File: config.mk
export PLATFORM = sky130hd
export DESIGN_NAME = axi_wr_arbiter
export DESIGN_NICKNAME = d
export VERILOG_FILES = /design/src/rtl/axi_wr_arbiter.sv
export SDC_FILE = /design/constraint.sdc
export NUM_CORES = 1
export LEC_CHECK = 0
export BUFFER_PORTS_ARGS = -buffer_cell sky130_fd_sc_hd__buf_2
export CELL_PAD_IN_SITES_DETAIL_PLACEMENT = 1
export CELL_PAD_IN_SITES_GLOBAL_PLACEMENT = 1
export CORE_UTILIZATION = 35
export CTS_CLUSTER_DIAMETER = 120
export CTS_CLUSTER_SIZE = 20
export DETAILED_ROUTE_END_ITERATION = 6
export PLACE_DENSITY = 0.78
export SKIP_CTS_REPAIR_TIMING = 1
export SLEW_MARGIN = 10
export SYNTH_ARGS = -nofsm -noshare
export SYNTH_HDL_FRONTEND = slang
export SYNTH_SLANG_ARGS = --single-unit
File: constraint.sdc
create_clock -name clk -period 2.1 [get_ports clk]
set_input_delay 0.42 -clock clk [delete_from_list [all_inputs] [get_ports clk]]
set_output_delay 0.42 -clock clk [all_outputs]
set_load 0.05 [all_outputs]
File: src/rtl/axi_wr_arbiter.sv
// axi_wr_arbiter: round-robin AW grant with an order FIFO that locks W to the head master
module axi_wr_arbiter #(
  parameter int MASTER_NUM = 4,
  parameter int W_FIFO_DEPTH = 4,
  parameter int IDX_W = (MASTER_NUM > 1) ? $clog2(MASTER_NUM) : 1
) (
  input  logic                  clk,
  input  logic                  rstn,
  input  logic [MASTER_NUM-1:0] m_aw_valid,
  output logic [MASTER_NUM-1:0] m_aw_ready,
  output logic                  s_aw_valid,
  input  logic                  s_aw_ready,
  output logic [IDX_W-1:0]      aw_sel,
  input  logic [MASTER_NUM-1:0] m_w_valid,
  input  logic [MASTER_NUM-1:0] m_w_last,
  output logic [MASTER_NUM-1:0] m_w_ready,
  output logic                  s_w_valid,
  output logic                  s_w_last,
  input  logic                  s_w_ready,
  output logic [IDX_W-1:0]      w_sel,
  output logic                  idle
);
  localparam int PW = $clog2(W_FIFO_DEPTH);
  typedef enum logic {IDLE, HOLD} state_t;
  state_t state_q, state_d;
  logic [IDX_W-1:0] grant_q, grant_d, rr_q, rr_d, pick;
  logic [IDX_W-1:0] fifo_q [W_FIFO_DEPTH];
  logic [PW:0] wr_q, wr_d, rd_q, rd_d;
  logic found, full, empty, aw_hs, pop;
  assign full = (wr_q[PW] != rd_q[PW]) && (wr_q[PW-1:0] == rd_q[PW-1:0]);
  assign empty = wr_q == rd_q;
  assign w_sel = fifo_q[rd_q[PW-1:0]];
  assign idle = (state_q == IDLE) && empty && !(|m_aw_valid);
  // first requesting master at or above rr_q, wrapping around
  always_comb begin
    pick = '0;
    found = 1'b0;
    for (int i = 0; i < MASTER_NUM; i++) begin
      if (!found && m_aw_valid[(int'(rr_q) + i) % MASTER_NUM]) begin
        found = 1'b1;
        pick = IDX_W'((int'(rr_q) + i) % MASTER_NUM);
      end
    end
  end
  // AW grant, hold-while-stalled FSM and round-robin pointer advance
  always_comb begin
    s_aw_valid = (state_q == HOLD) || (found && !full);
    aw_sel = (state_q == HOLD) ? grant_q : pick;
    m_aw_ready = s_aw_valid ? (MASTER_NUM'(s_aw_ready) << aw_sel) : '0;
    aw_hs = s_aw_valid && s_aw_ready;
    state_d = (state_q == IDLE) ? ((s_aw_valid && !s_aw_ready) ? HOLD : IDLE)
                                : (s_aw_ready ? IDLE : HOLD);
    grant_d = aw_sel;
    rr_d = aw_hs ? IDX_W'((int'(aw_sel) + 1) % MASTER_NUM) : rr_q;
  end
  // W steering to the FIFO head; a last-beat handshake retires the head entry
  always_comb begin
    s_w_valid = !empty && m_w_valid[w_sel];
    s_w_last = m_w_last[w_sel];
    m_w_ready = empty ? '0 : (MASTER_NUM'(s_w_ready) << w_sel);
    pop = s_w_valid && s_w_ready && s_w_last;
    wr_d = wr_q + (PW+1)'(aw_hs);
    rd_d = rd_q + (PW+1)'(pop);
  end
  // state, pointers and FIFO storage; reset drops every queued burst
  always_ff @(posedge clk) begin
    if (!rstn) begin
      state_q <= IDLE;
      grant_q <= '0;
      rr_q <= '0;
      wr_q <= '0;
      rd_q <= '0;
      for (int k = 0; k < W_FIFO_DEPTH; k++) fifo_q[k] <= '0;
    end else begin
      state_q <= state_d;
      grant_q <= grant_d;
      rr_q <= rr_d;
      wr_q <= wr_d;
      rd_q <= rd_d;
      if (aw_hs) fifo_q[wr_q[PW-1:0]] <= aw_sel;
    end
  end
endmodule

---- Yosys cells after proc, flatten, opt, wreduce, memory -nomap -nowiden ----
Memories as Yosys holds them, arrays and structs flattened. A register that Yosys moved wholly into a read port is not among the register bits.
Cells that the tools add are included.
W data, S select, Z words.
storage, ports and cells
  memories kept ........................... 1
  memory bits (writable) .................. 8
  input bits .............................. 16
  output and inout bits ................... 16
  flip-flop bits (word level) ............. 11
memories
  memory  depth  width  read ports  clocked after memory_dff  write ports  line  text
  fifo_q  4      2      1           1                         4            27    logic [IDX_W-1:0] fifo_q [W_FIFO_DEPTH];
cells by class
  muxes and demuxes ....................... 37
  eq/ne operators ......................... 3
  magnitude comparators ................... 5
  shifts and indexed selects .............. 2
  reductions and logical operators ........ 25
  bitwise gates (word level) .............. 4
  add/subtract/negate cells ............... 6
operators with widths
  kind                   count
  $mux W1                21
  $mux W2                8
  $bmux W1 S2            6
  $logic_and A1 B1 Y1    12
  $lt A3 B4 Y1 const B   3
  $mux W4                2
  $reduce_or A2 Y1       4
  $shl A1 B2 Y4          2
  $logic_not A1 Y1       7
  $add A3 B1 Y3          2
  $lt A2 B3 Y1 const B   2
  $add A2 B1 Y2 const B  2
  $add A2 B2 Y2 const B  2
  $reduce_or A4 Y1       1
  $and A1 B1 Y1 const A  3
  $eq A3 B3 Y1           1
  $eq A2 B2 Y1           1
  $logic_or A1 B1 Y1     1
  $ne A1 B1 Y1           1
  $not A1 Y1             1

---- Depth between registers and ports, before layout ----
  depth in word-level cells ............... 22
  gate-level depth with buffers ........... 9

---- Least setup slack after synthesis ----
Ideal clock, no wire load.
  path kind ............................... input to output
  from .................................... in m_aw_valid[3]
  to ...................................... out m_aw_ready[1]
  path slack .............................. -0.800 ns
  data required time ...................... 1.680 ns
  cell stages on the path ................. 7
  data arrival time ....................... 2.480 ns
  buffers on the path ..................... 1
  path through ............................ or2_2 -> o221ai_1 -> a221o_1 -> and2_1 -> buf_6 -> inv_2 -> nor3_1
on the way
  word-level cells in the longest chain between the ends .. 15
  elaborated cells between the ends (all ways) .. 30
RTL lines
  element                        line  text
  start, declared                9     input logic [MASTER_NUM-1:0] m_aw_valid,
  $bmux W1 S2                    39    if (!found && m_aw_valid[(int'(rr_q) + i) % MASTER_NUM]) begin
  $mux W1 (implied by the code)  39
  $mux W1                        39
  $logic_not A1 Y1               39
  $logic_and A1 B1 Y1            39
  $mux W1                        39
  $logic_not A1 Y1               39
  $logic_and A1 B1 Y1            39
  $mux W1                        39
  $logic_not A1 Y1               39
  $logic_and A1 B1 Y1            39
  $mux W2 (*)                    39
  $mux W2 (*)                    48    aw_sel = (state_q == HOLD) ? grant_q : pick;
  via aw_sel[1]                  13    output logic [IDX_W-1:0] aw_sel,
  $shl A1 B2 Y4 (*)              49    m_aw_ready = s_aw_valid ? (MASTER_NUM'(s_aw_ready) << aw_sel) : '0;
  $mux W4 (*)                    49
  end, declared                  10    output logic [MASTER_NUM-1:0] m_aw_ready,
The timed path passes the listed nets; every way through them passes the cells marked *. The select of a mux whose other input is x is not followed.

---- Worst setup path in the final report ----
  from .................................... reg rd_q[0]
  to ...................................... out s_w_valid
on the way
  word-level cells in the longest chain between the ends .. 3
RTL lines
  element                 line  text
  start, declared         28    logic [PW:0] wr_q, wr_d, rd_q, rd_d;
  start signal, assigned  79    rd_q <= rd_d;
  $eq A3 B3 Y1            31    assign empty = wr_q == rd_q;
  $logic_not A1 Y1        58    s_w_valid = !empty && m_w_valid[w_sel];
  $logic_and A1 B1 Y1     58
  end, declared           17    output logic s_w_valid,
No other way between the ends.

==> impl_metrics.py <==
metrics = {
    "synth": {
        "synth_area_um2": 1150,
        "synth-main-ff-cell": "dfxtp_1",
        "synthArstFlopShare_pct": 0,
        "syn_avg_cell_area_um2": 10.1,
        "yosys.area.top_type": "edfxtp_1",
        "synth-seq-cells": 19,
        "ys_seq_area_share_pct": 40.0,
        "synth_cells": 114,
        "syn_nets": 134,
        "synth_edf_count": 8,
        "synth_top_area_share_pct": 20.9,
        "synth.distinct_cells": 44,
        "synthTopCellsByArea": "edfxtp_1 (21%), dfxtp_1 (19%), mux4_2 (7.8%)",
        "ys_warn_count": 0,
    },
    "clock_tree": {
        "clk_pin_slew_ns": 0.12,
        "clockBufferDepth": 2,
        "clk_latency_ns": 0.30,
        "htree_levels": 1,
        "cts_buffers": 3,
        "clockRootBuffer": "clkbuf_4",
        "cts.sinks": 19,
        "cts_tree": "done",
    },
    "die": {
        "die-area_um2": 3520,
        "num_io_pins": 32,
        "start_util_pct": 37.4,
        "core_area_um2": 3080,
        "die_width_um": 59.4,
        "rows": 20,
        "die_y_um": 59.4,
    },
    "worst_hold_path": {
        "hp-class": "input pin to register",
        "holdPathStages": 2,
    },
    "place": {
        "dp_hpwl_mm": 2.57,
        "dpl_cell_area_um2": 1600,
        "gp_congestion": 0.821,
        "port_buffers": 31,
    },
    "worst_setup_path": {
        "cp.required_ns": 1.68,
        "cp-end-kind": "output port",
        "cp_max_fo": 4,
        "r2r_slack_ns": -0.23,
        "critPathBufInv": 1,
        "path_cells": "mux4_2 > mux4_2 > and2_4 > buf_6",
        "cp_top_family": "multiplexers",
        "startpoint_type": "register",
        "crit_top_cell": "mux4_2",
        "endpoint": "s_w_valid",
        "crit_start": "rd_q[0]$_SDFF_PN0_",
        "reg2regPathDepth": 10,
        "r2r-end": "rd_q[2]$_SDFF_PN0_",
        "slowest_delay_ns": 0.55,
        "slowest_stage": "mux4_2",
        "worst_r2r_startpoint": "rd_q[0]$_SDFF_PN0_",
        "worstSetupPathType": "register to output port",
        "cp.depth": 4,
        "critical_path_arrival_ns": 2.01,
    },
    "sta": {
        "fin_crit_sh_pct": 116,
        "setup_viol": 20,
        "rsz0062_at_grt": "true",
        "tightest_slew_ns": 0.460,
        "skew_ns": 0.00432,
        "timing.fmax_ghz": 0.412,
        "fin_worst_hold_slack_ns": 0.432,
        "maxSlewHeadroom_pct": 69.0,
        "slew_violations": 0,
        "fin_crit_ns": 2.43,
        "setup_ws_ns": -0.328,
        "hold_viol": 0,
    },
    "grt": {
        "grt_max_degree": 17,
        "gr-total-overflow": 0,
        "globalRouteTotalUtil_pct": 20.1,
        "antenna_found_initial": 0,
        "grt_pass1_wl_mm": 5.21,
        "grt_pass1_vias": 1203,
    },
    "routing": {
        "drc_errors": 0,
        "vias": 1176,
        "avgViaCountPerCell": 5.27,
        "wl_per_cell_um": 18.5,
        "dr.first_iter.drc_count": 36,
        "dr.pass1.iters": 4,
        "drt_wl_total_mm": 4.14,
        "drtAntennaViolNets": 0,
    },
    "finish": {
        "nNetsFinal": 200,
        "syn_to_final_growth_pct": 65.9,
        "antenna_cells": 0,
        "layout-drive-gt1-share_pct": 62.6,
        "postLayoutCellArea_um2": 1910,
        "final_common_cell": "buf_4",
        "mostFrequentLayoutCells": "buf_4 (26), buf_6 (17), buf_2 (16)",
    },
    "power_and_ir_drop": {
        "p_leak_nw": 0.816,
        "peakVddDrop_mv": 0.381,
        "cellPowerDensity_nw_per_um2": 617,
    },
    "status": {
        "violations": "negative setup slack",
        "status": "complete, but fails checks",
    },
    "flow_run": {
        "cap_viol_max_count": 0,
    },
}
==> where the power goes <==
group	total, mW	internal, mW	switching (mW)	leakage, nW
clock	0.194	0.0709	0.123	0.0177
sequential	0.432	0.412	0.0198	0.176
combinational	0.553	0.247	0.306	0.623
total	1.18	0.730	0.449	0.816
==> Yosys cell counts, types with 2 or more instances <==
| library cell | instances |
|---|---|
| clkbuf_1 | 2 |
| nor3_1 | 8 |
| inv_2 | 2 |
| mux4_2 | 4 |
| ha_1 | 4 |
| a31oi_1 | 2 |
| o21ai_0 | 4 |
| nand2_1 | 6 |
| nor2b_1 | 2 |
| a21oi_1 | 2 |
| edfxtp_1 | 8 |
| nand2b_1 | 3 |
| and3_1 | 2 |
| and2_1 | 9 |
| dfxtp_1 | 11 |
| nor2_1 | 10 |
| or2_2 | 2 |
| inv_1 | 3 |
| xor2_1 | 4 |
| and2b_1 | 2 |
==> worst min path at each step <==
stage | start | to | slack [ns]
final | s_aw_ready | state_q$_SDFF_PN0_ | 0.43
after global routing | s_aw_ready | state_q$_SDFF_PN0_ | 0.43
after detailed placement | rr_q[0]$_SDFFE_PN0P_ | rr_q[0]$_SDFFE_PN0P_ | 0.51
after floorplan | rr_q[0]$_SDFFE_PN0P_ | rr_q[0]$_SDFFE_PN0P_ | 0.47
after CTS | s_aw_ready | state_q$_SDFF_PN0_ | 0.44
after global placement | rr_q[0]$_SDFFE_PN0P_ | rr_q[0]$_SDFFE_PN0P_ | 0.50
==> sequential cells by signal, indices dropped and copies added (netlist names) <==
register / cells
grant_q: 2
rr_q: 2
wr_q: 3
rd_q: 3
state_q: 1
fifo_q: 8
==> per-layer routing <==
layer	global-route usage (%)	wire length, um	up-vias
li1	-	-	546
met5	0	0	-
met3	1.97	186	10
met4	7.48	77	0
met1	20.3	1430	568
met2	41.3	2450	52
==> through the flow <==
| stage | util (%) | total power [mW] | setup WS [ns] | std cells | setup TNS (ns) |
|---|---|---|---|---|---|
| 4_1_cts | 52.7 | 1.04 | -0.433 | 213 | -3.96 |
| 5_1_grt | 62.0 | 1.23 | -0.382 | 223 | -4.49 |
| 3_5_place_dp | 51.8 | 0.849 | -0.316 | 209 | -3.40 |
| 6_report | 62.0 | 1.18 | -0.328 | 223 | -3.39 |
| 2_1_floorplan | - | 0.712 | -0.245 | 114 | -0.891 |
| 3_3_place_gp | 51.8 | 0.832 | -0.263 | 209 | -2.17 |
==> cell families (layout without fill, tap and decap cells) <==
kind of cell / after synthesis / after routing / synth area share [%]
flops: 19 / 19 / 40.0
xor+xnor: 5 / 5 / 3.80
fa+ha+maj: 4 / 4 / 4.35
mux: 4 / 4 / 7.83
simple gates: 54 / 54 / 27.8
buf+inv: 9 / 74 / 3.70
compound gates: 19 / 19 / 12.5
==> layout make-up <==
type	count	area, um^2
Clock buffer	3	22.5
Clock inverter	1	5.00
Fill cell	336	1170
Inverter	5	23.8
Multi-Input combinational cell	86	778
Sequential cell	19	468
Tap cell	44	55.1
Timing Repair Buffer	65	557
Power figures use the tool's default switching activity.
